`config.mk`:
```
export PLATFORM = sky130hd
export DESIGN_NAME = ln_interp
export DESIGN_NICKNAME = d
export VERILOG_FILES = /design/src/rtl/ln_interp.sv
export SDC_FILE = /design/constraint.sdc
export NUM_CORES = 1
export LEC_CHECK = 0
export CAP_MARGIN = 20
export CORE_ASPECT_RATIO = 0.75
export CORE_MARGIN = 2
export CORE_UTILIZATION = 45
export DETAILED_ROUTE_END_ITERATION = 8
export GPL_TIMING_DRIVEN = 0
export PLACE_DENSITY_LB_ADDON = 0.1
export SYNTH_ARGS = -nofsm -noshare
export SYNTH_HDL_FRONTEND = slang
export SYNTH_SLANG_ARGS = --single-unit
```
`constraint.sdc`:
```
create_clock -name clk -period 10.44 [get_ports clk]
set_input_delay 2.088 -clock clk [delete_from_list [all_inputs] [get_ports clk]]
set_output_delay 2.088 -clock clk [all_outputs]
set_load 0.02 [all_outputs]
```
`src/rtl/ln_interp.sv`:
```
// Natural log of an unsigned Q16.16 operand, returned as signed Q6.10.
// Leading-one range reduction, then linear interpolation between two entries of an external ln(1+m) ROM.
module ln_interp (
  input  logic        clk,
  input  logic        rst,
  input  logic        in_valid,
  output logic        in_ready,
  input  logic [31:0] x_in,
  output logic [9:0]  rom_addr,
  input  logic [15:0] rom_data,
  output logic        out_valid,
  input  logic        out_ready,
  output logic [15:0] ln_out,
  output logic        err
);

  typedef enum logic [2:0] {
    IDLE,
    NORM,
    RD0,
    RD1,
    CALC,
    OUT
  } state_t;

  state_t state_q, state_n;

  logic        [31:0] x_q;
  logic signed [4:0]  e_q;
  logic        [8:0]  idx_q;
  logic        [9:0]  frac_q;
  logic signed [15:0] y0_q;
  logic signed [15:0] y1_q;

  logic        [4:0]  p;
  logic signed [4:0]  e_n;
  logic        [31:0] sh;
  logic        [30:0] f;

  logic signed [27:0] ex;
  logic signed [27:0] dv;
  logic signed [27:0] fv;
  logic signed [27:0] pv;
  logic signed [27:0] sum;

  always_comb begin
    p = 5'd0;
    for (int i = 0; i < 32; i++) begin
      if (x_q[i]) p = 5'(i);
    end
    e_n = $signed(p - 5'd16);
    sh  = x_q << (5'd31 - p);
    f   = sh[30:0];
  end

  // Interpolate: e*ln2 + y0 + ((y1-y0)*frac) >>> 10.
  always_comb begin
    ex  = 28'(e_q);
    dv  = 28'(y1_q) - 28'(y0_q);
    fv  = 28'({1'b0, frac_q});
    pv  = dv * fv;
    sum = ex * 28'sd710 + 28'(y0_q) + (pv >>> 10);
  end

  always_comb begin
    state_n  = state_q;
    rom_addr = 10'd0;
    unique case (state_q)
      IDLE: if (in_valid) state_n = NORM;
      NORM: state_n = (x_q == 32'd0) ? OUT : RD0;
      RD0: begin
        rom_addr = {1'b0, idx_q};
        state_n  = RD1;
      end
      RD1: begin
        rom_addr = {1'b0, idx_q} + 10'd1;
        state_n  = CALC;
      end
      CALC: state_n = OUT;
      OUT:  if (out_ready) state_n = IDLE;
      default: state_n = IDLE;
    endcase
  end

  assign in_ready  = (state_q == IDLE);
  assign out_valid = (state_q == OUT);

  always_ff @(posedge clk) begin
    if (rst) begin
      state_q <= IDLE;
      x_q     <= 32'd0;
      e_q     <= 5'sd0;
      idx_q   <= 9'd0;
      frac_q  <= 10'd0;
      y0_q    <= 16'sd0;
      y1_q    <= 16'sd0;
      ln_out  <= 16'h0000;
      err     <= 1'b0;
    end else begin
      state_q <= state_n;
      unique case (state_q)
        IDLE: if (in_valid) x_q <= x_in;
        NORM: begin
          if (x_q == 32'd0) begin
            ln_out <= 16'h8000;
            err    <= 1'b1;
          end else begin
            e_q    <= e_n;
            idx_q  <= f[30:22];
            frac_q <= f[21:12];
          end
        end
        RD0: y0_q <= $signed(rom_data);
        RD1: y1_q <= $signed(rom_data);
        CALC: begin
          ln_out <= sum[15:0];
          err    <= 1'b0;
        end
        default: ;
      endcase
    end
  end

endmodule

```
==> metrics.txt, run 1 <==
# TYPE chip_impl_metric gauge
chip_impl_metric{name="critical_path_required",unit="ns"} 10.74
chip_impl_metric{name="ios",unit=""} 81
chip_impl_metric{name="h_tree_depth",unit=""} 3
chip_impl_metric{name="synth_cells",unit=""} 1821
chip_impl_metric{name="coreArea",unit="um^2"} 31500
chip_impl_metric{name="fp.dieH",unit="um"} 159
chip_impl_metric{name="final.setup.tns",unit="ns"} 0
chip_impl_metric{name="drt_first_pass_iters",unit=""} 5
chip_impl_metric{name="clkLatencyLatePin",unit="ns"} 0.39
chip_impl_metric{name="crit_arrival",unit="ns"} 10.17
chip_impl_metric{name="yosys_synthesis_warning_count",unit=""} 0
chip_impl_metric{name="diodes",unit=""} 0
chip_impl_info{name="reg2reg_to",value="ln_out[15]$_SDFFE_PP0P_"} 1
chip_impl_metric{name="wl_per_cell",unit="um"} 19.9
chip_impl_info{name="hold_path.class",value="reg -> reg"} 1
chip_impl_metric{name="grtUsageTotal",unit="%"} 28.3
chip_impl_info{name="layout_commonest_cell",value="sky130_fd_sc_hd__nand2_1"} 1
chip_impl_metric{name="io_buffers",unit=""} 80
chip_impl_info{name="clk_root_buffer_cell",value="sky130_fd_sc_hd__clkbuf_16"} 1
chip_impl_metric{name="post-place-cells",unit=""} 2311
chip_impl_metric{name="setup.reg_to_reg.worst_slack",unit="ns"} 0.57
chip_impl_metric{name="clock_path_buffers",unit=""} 2
chip_impl_info{name="cts_tree",value="built"} 1
chip_impl_metric{name="yosys_register_bits",unit=""} 108
chip_impl_metric{name="layout_setup_ws",unit="ns"} 0.565
chip_impl_metric{name="number_of_enable_type_register_cells_in_the_synthesized_netlist",unit=""} 0
chip_impl_metric{name="ys_types",unit=""} 83
chip_impl_info{name="critical-path-slowest-cell",value="sky130_fd_sc_hd__fa_1"} 1
chip_impl_metric{name="postSynthNetCount",unit=""} 2148
chip_impl_metric{name="finalPower",unit="mW"} 5.29
chip_impl_metric{name="sum_of_met3_wire_segment_lengths_after_detailed_routing",unit="um"} 4260
chip_impl_metric{name="final_hold_viol_count",unit=""} 0
chip_impl_metric{name="post_synth.cell_area_avg",unit="um^2"} 7.96
chip_impl_metric{name="initial_utilization",unit="%"} 46.1
chip_impl_metric{name="period_share",unit="%"} 94.6
chip_impl_metric{name="worstRegToRegCells",unit=""} 40
chip_impl_metric{name="vias_in_the_first_global_route",unit=""} 12600
chip_impl_metric{name="final_core_utilization",unit="%"} 52.4
chip_impl_info{name="endpoint_kind",value="flip-flop"} 1
chip_impl_metric{name="max_cap_viol_count",unit=""} 0
chip_impl_metric{name="met1_routed_length",unit="um"} 24000
chip_impl_metric{name="power.density_cell_area",unit="nW/um^2"} 321
chip_impl_metric{name="hold-path-cell-count",unit=""} 2
chip_impl_metric{name="ir_worst_vdd",unit="V"} 0.000388
chip_impl_metric{name="detailedRoute.firstIterationViolations",unit=""} 1193
chip_impl_metric{name="setup_viol_count_final",unit=""} 0
chip_impl_metric{name="ys_seq_area_share",unit="%"} 14.9
chip_impl_metric{name="std_cell_rows",unit=""} 56
chip_impl_metric{name="met2_length",unit="um"} 18100
chip_impl_metric{name="hold_ws",unit="ns"} 0.456
chip_impl_metric{name="area_growth_syn_to_layout",unit="%"} 13.7
chip_impl_metric{name="num-nets-final",unit=""} 2262
chip_impl_metric{name="maxClockFrequency",unit="GHz"} 0.101
chip_impl_metric{name="global_route.overflow_total",unit=""} 0
chip_impl_metric{name="route.detailed.vias_per_inst",unit=""} 5.69
chip_impl_info{name="status",value="finished clean"} 1
chip_impl_metric{name="finalWirelength",unit="um"} 46600
chip_impl_metric{name="grt_start_max_net_pins",unit=""} 20
chip_impl_info{name="synthFlopType",value="sky130_fd_sc_hd__dfxtp_1"} 1
chip_impl_metric{name="period_needed",unit="ns"} 9.87
chip_impl_metric{name="post_layout_nonfiller_instances",unit=""} 2346
chip_impl_metric{name="grt_pass1_wl",unit="um"} 73700
chip_impl_metric{name="async_reset_ff_share",unit="%"} 0
chip_impl_info{name="hold_end",value="y0_q[8]$_SDFFE_PP0P_"} 1
chip_impl_metric{name="place_worst_setup_slack",unit="ns"} -0.335
chip_impl_metric{name="placement.cell_area",unit="um^2"} 15800
chip_impl_metric{name="critPathMaxFanout",unit=""} 10
chip_impl_metric{name="holdBufCountCts",unit=""} 0
chip_impl_info{name="criticalPathCategory",value="reg -> reg"} 1
chip_impl_metric{name="clock-skew-final",unit="ns"} 0.0148
chip_impl_info{name="top_layer",value="met4"} 1
chip_impl_info{name="commonest_cells_after_routing_fill_and_taps_aside",value="287 x sky130_fd_sc_hd__nand2_1, 258 x sky130_fd_sc_hd__inv_1, 165 x sky130_fd_sc_hd__fa_1"} 1
chip_impl_metric{name="tightest_slew",unit="ns"} 1.24
chip_impl_metric{name="detailed_place_hpwl",unit="um"} 38200
chip_impl_metric{name="ant_nets",unit=""} 0
chip_impl_info{name="path_common_cell",value="sky130_fd_sc_hd__fa_1"} 1
chip_impl_metric{name="netlist_area",unit="um^2"} 14500
chip_impl_metric{name="place_congestion",unit=""} 0.934
chip_impl_metric{name="final_layout_size_suffix_gt1_share",unit="%"} 5.93
chip_impl_info{name="setup_repair_after_global_routing_missed_its_margin",value="no"} 1
chip_impl_metric{name="p_leak",unit="nW"} 7.30
chip_impl_metric{name="drv_slew",unit=""} 0
chip_impl_metric{name="slew-limit-headroom",unit="%"} 16.7
chip_impl_metric{name="numClockSinks",unit=""} 108
chip_impl_metric{name="routed-via-count",unit=""} 13300
chip_impl_metric{name="clk_pin_slew_worst_paths",unit="ns"} 0.08
chip_impl_info{name="regToRegStartpoint",value="y1_q[0]$_SDFFE_PP0P_"} 1
chip_impl_info{name="hp-start",value="y0_q[8]$_SDFFE_PP0P_"} 1
chip_impl_info{name="start_kind",value="flip-flop"} 1
chip_impl_metric{name="die_width",unit="um"} 211
chip_impl_metric{name="cts-buffers-inserted",unit=""} 9
chip_impl_metric{name="fillers",unit=""} 3077
chip_impl_metric{name="initial_antenna_violation_count",unit=""} 0
chip_impl_metric{name="drt_drc_violations_left",unit=""} 0
chip_impl_metric{name="postLayoutCellArea",unit="um^2"} 16500
chip_impl_metric{name="crit_path_max_incr_delay",unit="ns"} 0.54
chip_impl_metric{name="die_area",unit="um^2"} 33700
-- worst max-delay path, delay by kind of cell (launching register included) --
kind	cells	cell delay, ns
AOI/OAI and AO/OA	14	2.83
xor gates and xnor gates	4	1.19
adders and majority gates	10	4.20
buffers and inverters	6	0.39
DFF	1	0.34
and+or+nand+nor	6	0.82
-- area by class of cell --
| cell class | count | area [um^2] | share of cell area, % |
|---|---|---|---|
| Buffer | 85 | 359 | 2.18 |
| Clock buffer | 9 | 225 | 1.37 |
| Clock inverter | 7 | 80.1 | 0.486 |
| Inverter | 260 | 976 | 5.92 |
| Multi-Input combinational cell | 1368 | 11200 | 67.9 |
| Sequential cell | 108 | 2160 | 13.1 |
| Tap cell | 406 | 508 | 3.08 |
| Timing Repair Buffer | 103 | 983 | 5.97 |
-- cells in the mapped netlist (3+ instances only) --
cell / number / area share (%)
sky130_fd_sc_hd__clkbuf_1: 65 / 1.7
sky130_fd_sc_hd__xnor2_1: 43 / 2.6
sky130_fd_sc_hd__a211oi_1: 9 / 0.47
sky130_fd_sc_hd__nand2_1: 287 / 7.4
sky130_fd_sc_hd__dfxtp_1: 108 / 15
sky130_fd_sc_hd__o31a_1: 3 / 0.18
sky130_fd_sc_hd__and3b_1: 6 / 0.36
sky130_fd_sc_hd__o211ai_1: 16 / 0.83
sky130_fd_sc_hd__a311oi_1: 20 / 1.2
sky130_fd_sc_hd__a41oi_1: 3 / 0.18
sky130_fd_sc_hd__and3_1: 12 / 0.52
sky130_fd_sc_hd__or3_1: 13 / 0.56
sky130_fd_sc_hd__or2_2: 5 / 0.22
sky130_fd_sc_hd__a221oi_1: 3 / 0.18
sky130_fd_sc_hd__and2_1: 74 / 3.2
sky130_fd_sc_hd__o22ai_1: 12 / 0.52
sky130_fd_sc_hd__a22o_1: 4 / 0.24
sky130_fd_sc_hd__a22oi_1: 37 / 1.9
sky130_fd_sc_hd__o31ai_1: 6 / 0.31
sky130_fd_sc_hd__buf_2: 10 / 0.35
sky130_fd_sc_hd__a21boi_0: 3 / 0.16
sky130_fd_sc_hd__nand3_1: 36 / 1.2
sky130_fd_sc_hd__a21o_1: 14 / 0.73
sky130_fd_sc_hd__ha_1: 110 / 9.5
sky130_fd_sc_hd__inv_1: 258 / 6.7
sky130_fd_sc_hd__nand2b_1: 13 / 0.56
sky130_fd_sc_hd__a21oi_1: 114 / 3.9
sky130_fd_sc_hd__o221a_2: 3 / 0.23
sky130_fd_sc_hd__a31oi_1: 14 / 0.60
sky130_fd_sc_hd__xor2_1: 22 / 1.3
sky130_fd_sc_hd__nor4_1: 5 / 0.22
sky130_fd_sc_hd__nand4_1: 5 / 0.22
sky130_fd_sc_hd__nor2_1: 98 / 2.5
sky130_fd_sc_hd__o21a_1: 14 / 0.73
sky130_fd_sc_hd__o21ai_0: 57 / 2.0
sky130_fd_sc_hd__fa_1: 165 / 23
sky130_fd_sc_hd__nor3_1: 40 / 1.4
sky130_fd_sc_hd__buf_4: 3 / 0.16
sky130_fd_sc_hd__buf_1: 4 / 0.10
sky130_fd_sc_hd__mux2i_1: 13 / 0.90
sky130_fd_sc_hd__mux2_2: 9 / 0.70
sky130_fd_sc_hd__nor2b_1: 28 / 1.2
sky130_fd_sc_hd__nand3b_1: 5 / 0.26
-- where the power goes --
group	switching [mW]	total, mW	internal, mW
Combinational	2.63	4.36	1.73
Clock	0.187	0.378	0.190
Sequential	0.0826	0.554	0.472
-- cell families (layout without fill, tap and decap cells) --
logic type	count (synthesis)	in the layout	share of synthesized area [%]
AOI/OAI and AO/OA	366	366	17.0
xor gates and xnor gates	66	66	4.08
adders and majority gates	275	275	32.3
buffers and inverters	345	464	9.21
DFF	108	108	14.9
muxes	25	25	1.96
and+or+nand+nor	636	636	20.6
-- flip-flops by register name, indices dropped and copies added (netlist names) --
register	cells
frac_q	10
e_q	5
state_q	3
err	1
x_q	32
y1_q	16
ln_out	16
y0_q	16
idx_q	9
-- worst max path at each step --
stage                               from                 endpoint  slack (ns)  cells after the start
floorplan           y0_q[1]$_SDFFE_PP0P_  ln_out[15]$_SDFFE_PP0P_        1.39                     39
global placement    y0_q[1]$_SDFFE_PP0P_  ln_out[15]$_SDFFE_PP0P_       -0.23                     39
detailed placement  y0_q[1]$_SDFFE_PP0P_  ln_out[15]$_SDFFE_PP0P_       -0.34                     40
global route        y1_q[0]$_SDFFE_PP0P_  ln_out[15]$_SDFFE_PP0P_        0.03                     40
finish              y1_q[0]$_SDFFE_PP0P_  ln_out[15]$_SDFFE_PP0P_        0.57                     40
CTS                 y1_q[0]$_SDFFE_PP0P_  ln_out[15]$_SDFFE_PP0P_        0.02                     38
-- routing by layer --
metal | up-vias | global-route usage, %
met5 | - | 0
li1 | 6264 | -
met1 | 6552 | 46.8
met4 | 0 | 3.62
met2 | 506 | 37.1
met3 | 19 | 6.25
-- what timing repair did --
item	4_1_cts	5_1_grt
setup endpoints to repair	1	4
pin swaps	0	9
setup buffers	0	19
resized for setup	9	26
Note: power is estimated with default switching activity, not from simulation.
==> inputs of run 2 (changes only) <==
TNS_END_PERCENT = 50   (was default)
==> results of run 2 <==
Final layout, timing and power as in run 1 (identical DEF).
==> inputs of run 3 (changes only) <==
ABC_AREA = 1   (was default)
==> run 3 against run 2 <==
Die area down 5.9%. Global-route usage grew 0.83 points. Clock skew decreased by 0.0060 ns. Cell count rose by 3.3%. Sequential share of layout area rose by 0.90 points. Synthesized cell count rose by 5.5%. Wire length shrank 5.2%. Fmax up 0.57%. Count of clock-buffer cells in the layout unchanged. Critical endpoint unchanged. Design area fell by 6.4%. Critical path depth rose by 22. Worst hold slack better by 0.018 ns.
==> metrics.txt, run 3 <==
# TYPE chip_impl_metric gauge
chip_impl_metric{name="post_synth.cell_area_avg",unit="um^2"} 7.09
chip_impl_metric{name="die_width",unit="um"} 205
chip_impl_metric{name="postLayoutCellArea",unit="um^2"} 15400
chip_impl_metric{name="grt_start_max_net_pins",unit=""} 20
chip_impl_info{name="top_register",value="x_q"} 1
chip_impl_info{name="endpoint_kind",value="flip-flop"} 1
chip_impl_metric{name="async_reset_ff_share",unit="%"} 0
chip_impl_metric{name="num-nets-final",unit=""} 2345
chip_impl_metric{name="flip_flop_count_of_the_largest_register_all_copies_and_words_added",unit=""} 32
chip_impl_metric{name="fp.dieH",unit="um"} 155
chip_impl_metric{name="grtUsageTotal",unit="%"} 29.1
chip_impl_metric{name="ys_seq_area_share",unit="%"} 15.9
chip_impl_metric{name="drv_slew",unit=""} 0
chip_impl_info{name="setup_repair_after_global_routing_missed_its_margin",value="yes"} 1
chip_impl_metric{name="vias_in_the_first_global_route",unit=""} 12200
chip_impl_metric{name="clk_pin_slew_worst_paths",unit="ns"} 0.08
chip_impl_metric{name="ys_types",unit=""} 44
chip_impl_metric{name="wl_per_cell",unit="um"} 18.3
chip_impl_info{name="criticalPathCategory",value="reg -> reg"} 1
chip_impl_info{name="status",value="finished clean"} 1
chip_impl_metric{name="multi_input_logic_area",unit="um^2"} 9930
chip_impl_info{name="clk_root_buffer_cell",value="sky130_fd_sc_hd__clkbuf_16"} 1
chip_impl_metric{name="maxClockFrequency",unit="GHz"} 0.102
chip_impl_metric{name="synth_top_cell_area_share",unit="%"} 24.3
chip_impl_metric{name="ios",unit=""} 81
chip_impl_metric{name="max_cap_viol_count",unit=""} 0
chip_impl_info{name="synthFlopType",value="sky130_fd_sc_hd__dfxtp_1"} 1
chip_impl_metric{name="clock-skew-final",unit="ns"} 0.00875
chip_impl_metric{name="crit_arrival",unit="ns"} 10.10
chip_impl_metric{name="clock_path_buffers",unit=""} 2
chip_impl_metric{name="area_growth_syn_to_layout",unit="%"} 13.3
chip_impl_metric{name="grt_pass1_wl",unit="um"} 70200
chip_impl_metric{name="critical_path_required",unit="ns"} 10.72
chip_impl_metric{name="postSynthNetCount",unit=""} 2248
chip_impl_info{name="cts_tree",value="built"} 1
chip_impl_metric{name="clkLatencyLatePin",unit="ns"} 0.38
chip_impl_metric{name="tightest_slew",unit="ns"} 1.08
chip_impl_metric{name="place_congestion",unit=""} 0.990
chip_impl_metric{name="synth_cells",unit=""} 1921
chip_impl_metric{name="finalWirelength",unit="um"} 44200
chip_impl_metric{name="holdBufCountCts",unit=""} 0
chip_impl_metric{name="coreArea",unit="um^2"} 30000
chip_impl_metric{name="initial_utilization",unit="%"} 45.4
chip_impl_metric{name="period_needed",unit="ns"} 9.82
chip_impl_info{name="layout_commonest_cell",value="sky130_fd_sc_hd__inv_1"} 1
chip_impl_metric{name="crit_path_max_incr_delay",unit="ns"} 0.55
chip_impl_metric{name="period_share",unit="%"} 94.1
chip_impl_info{name="kind_of_cell_with_the_highest_combined_delay_on_the_critical_path",value="adder cells"} 1
chip_impl_metric{name="h_tree_depth",unit=""} 3
chip_impl_info{name="critical-path-slowest-cell",value="sky130_fd_sc_hd__fa_1"} 1
chip_impl_info{name="ys_top_cells_by_count",value="373 x sky130_fd_sc_hd__inv_1, 348 x sky130_fd_sc_hd__nand2_1, 203 x sky130_fd_sc_hd__nor2_1"} 1
chip_impl_info{name="yosys.area.top_type",value="sky130_fd_sc_hd__fa_1"} 1
chip_impl_metric{name="route.detailed.vias_per_inst",unit=""} 5.27
chip_impl_metric{name="numClockSinks",unit=""} 108
chip_impl_metric{name="final_layout_size_suffix_gt1_share",unit="%"} 4.30
chip_impl_metric{name="number_of_enable_type_register_cells_in_the_synthesized_netlist",unit=""} 0
chip_impl_metric{name="slew-limit-headroom",unit="%"} 27.6
chip_impl_metric{name="critPathMaxFanout",unit=""} 4
chip_impl_metric{name="routed-via-count",unit=""} 12800
chip_impl_info{name="ys_top_cells_by_area",value="sky130_fd_sc_hd__fa_1 24%, sky130_fd_sc_hd__dfxtp_1 16%, sky130_fd_sc_hd__inv_1 10%"} 1
chip_impl_metric{name="drt_drc_violations_left",unit=""} 0
chip_impl_metric{name="yosys_register_bits",unit=""} 108
chip_impl_metric{name="final_hold_viol_count",unit=""} 0
chip_impl_metric{name="sequential_cell_area",unit="um^2"} 2160
chip_impl_metric{name="io_buffers",unit=""} 79
chip_impl_metric{name="detailedRoute.firstIterationViolations",unit=""} 1255
chip_impl_metric{name="setup_viol_count_final",unit=""} 0
chip_impl_metric{name="ant_nets",unit=""} 0
chip_impl_info{name="yosys.cell_count.top_type",value="sky130_fd_sc_hd__inv_1"} 1
chip_impl_info{name="hold_path.class",value="reg -> reg"} 1
chip_impl_metric{name="die_area",unit="um^2"} 31700
chip_impl_metric{name="std_cell_rows",unit=""} 55
chip_impl_metric{name="number_of_buffer_and_inverter_stages_on_the_critical_path",unit=""} 12
chip_impl_info{name="path_common_cell",value="sky130_fd_sc_hd__nand2_1"} 1
chip_impl_metric{name="fillers",unit=""} 3048
chip_impl_metric{name="cts-buffers-inserted",unit=""} 9
chip_impl_metric{name="placement.cell_area",unit="um^2"} 14900
chip_impl_metric{name="final_core_utilization",unit="%"} 51.4
chip_impl_metric{name="yosys_synthesis_warning_count",unit=""} 0
chip_impl_info{name="start_kind",value="flip-flop"} 1
chip_impl_metric{name="netlist_area",unit="um^2"} 13600
chip_impl_metric{name="drt_first_pass_iters",unit=""} 6
chip_impl_metric{name="global_route.overflow_total",unit=""} 0
chip_impl_metric{name="detailed_place_hpwl",unit="um"} 37400
chip_impl_metric{name="initial_antenna_violation_count",unit=""} 2
chip_impl_info{name="commonest_cells_after_routing_fill_and_taps_aside",value="368 x sky130_fd_sc_hd__inv_1, 344 x sky130_fd_sc_hd__nand2_1, 200 x sky130_fd_sc_hd__nor2_1"} 1
## run 3: changes by cell type after synthesis, moves of 20 or more
cell / change
sky130_fd_sc_hd__a21oi_1: +30
sky130_fd_sc_hd__xnor2_1: -24
sky130_fd_sc_hd__nor3_1: -23
sky130_fd_sc_hd__nor2_1: +105
sky130_fd_sc_hd__nor2b_1: -28
sky130_fd_sc_hd__and2_1: -72
sky130_fd_sc_hd__inv_1: +115
sky130_fd_sc_hd__nand3_1: +146
sky130_fd_sc_hd__nand2_1: +61
sky130_fd_sc_hd__o21ai_0: +32
sky130_fd_sc_hd__a311oi_1: -20
sky130_fd_sc_hd__a22oi_1: -37
## run 3: what timing repair did
action,CTS,global route
gates cloned,0,0
pin swaps,0,15
buffers inserted,2,5
gates resized for setup,4,34
endpoints found under the setup margin,2,5
## run 3: logic make-up (layout without fill, tap and decap cells)
kind of cell / Yosys count / count (layout) / synth area share, %
flip-flops: 108 / 108 / 15.9
buffers and inverters: 450 / 552 / 12.5
other: 0 / 1 / 0
adder cells (fa/ha/maj): 275 / 275 / 34.4
AO/OA/AOI/OAI: 270 / 270 / 10.7
XOR/XNOR: 45 / 45 / 2.89
AND/OR/NAND/NOR: 773 / 773 / 23.6
## run 3: worst register-to-register path: cells and delay by family (launching register included)
family / cells / cell delay [ns]
xor gates and xnor gates: 2 / 0.29
AOI/OAI and AO/OA: 14 / 2.13
adders and majority gates: 9 / 3.78
DFF: 1 / 0.31
and+or+nand+nor: 25 / 2.36
buffers and inverters: 12 / 0.85
## run 3: final cells by class
type                    instances  area share [%]
multi-input cells            1363            64.3
clock buffers                   9            1.46
flip-flops and latches        108            14.0
plain buffers                  69            1.79
well taps                     399            3.24
diodes                          1          0.0162
clock inverters                 7           0.381
inverters                     381            9.27
repair buffers                 86            5.47
## run 3: stage by stage
stage	TNS, ns	cells	hold slack (ns)	setup WS, ns
5_1_grt	-0.120	2423	0.498	-0.0626
3_5_place_dp	-0.555	2399	0.458	-0.437
3_3_place_gp	-0.243	2399	0.454	-0.243
6_report	0	2423	0.474	0.621
4_1_cts	0	2417	0.475	0.0127
2_1_floorplan	0	1921	0.433	1.14
## run 3: path summary, 6_finish.rpt
check | startpoint | end | slack, ns | cells after the start
max | y0_q[2]$_SDFFE_PP0P_ | ln_out[15]$_SDFFE_PP0P_ | 0.62 | 62
min | ln_out[11]$_SDFFE_PP0P_ | ln_out[11]$_SDFFE_PP0P_ | 0.47 | 2
max reg2reg | y0_q[2]$_SDFFE_PP0P_ | ln_out[15]$_SDFFE_PP0P_ | 0.62 | 62
min reg2reg | ln_out[11]$_SDFFE_PP0P_ | ln_out[11]$_SDFFE_PP0P_ | 0.47 | 2
## run 3: layer usage
layer | global-route usage (%) | wire (um) | up-vias
met5 | 0 | 0 | -
li1 | - | - | 6155
met2 | 36.7 | 16100 | 460
met4 | 3.87 | 405 | 0
met3 | 6.13 | 3990 | 22
met1 | 49.6 | 23800 | 6134
Power of run 3 is not shown: default switching activity piles up to over one toggle a cycle in this logic, so the estimate is an artifact.
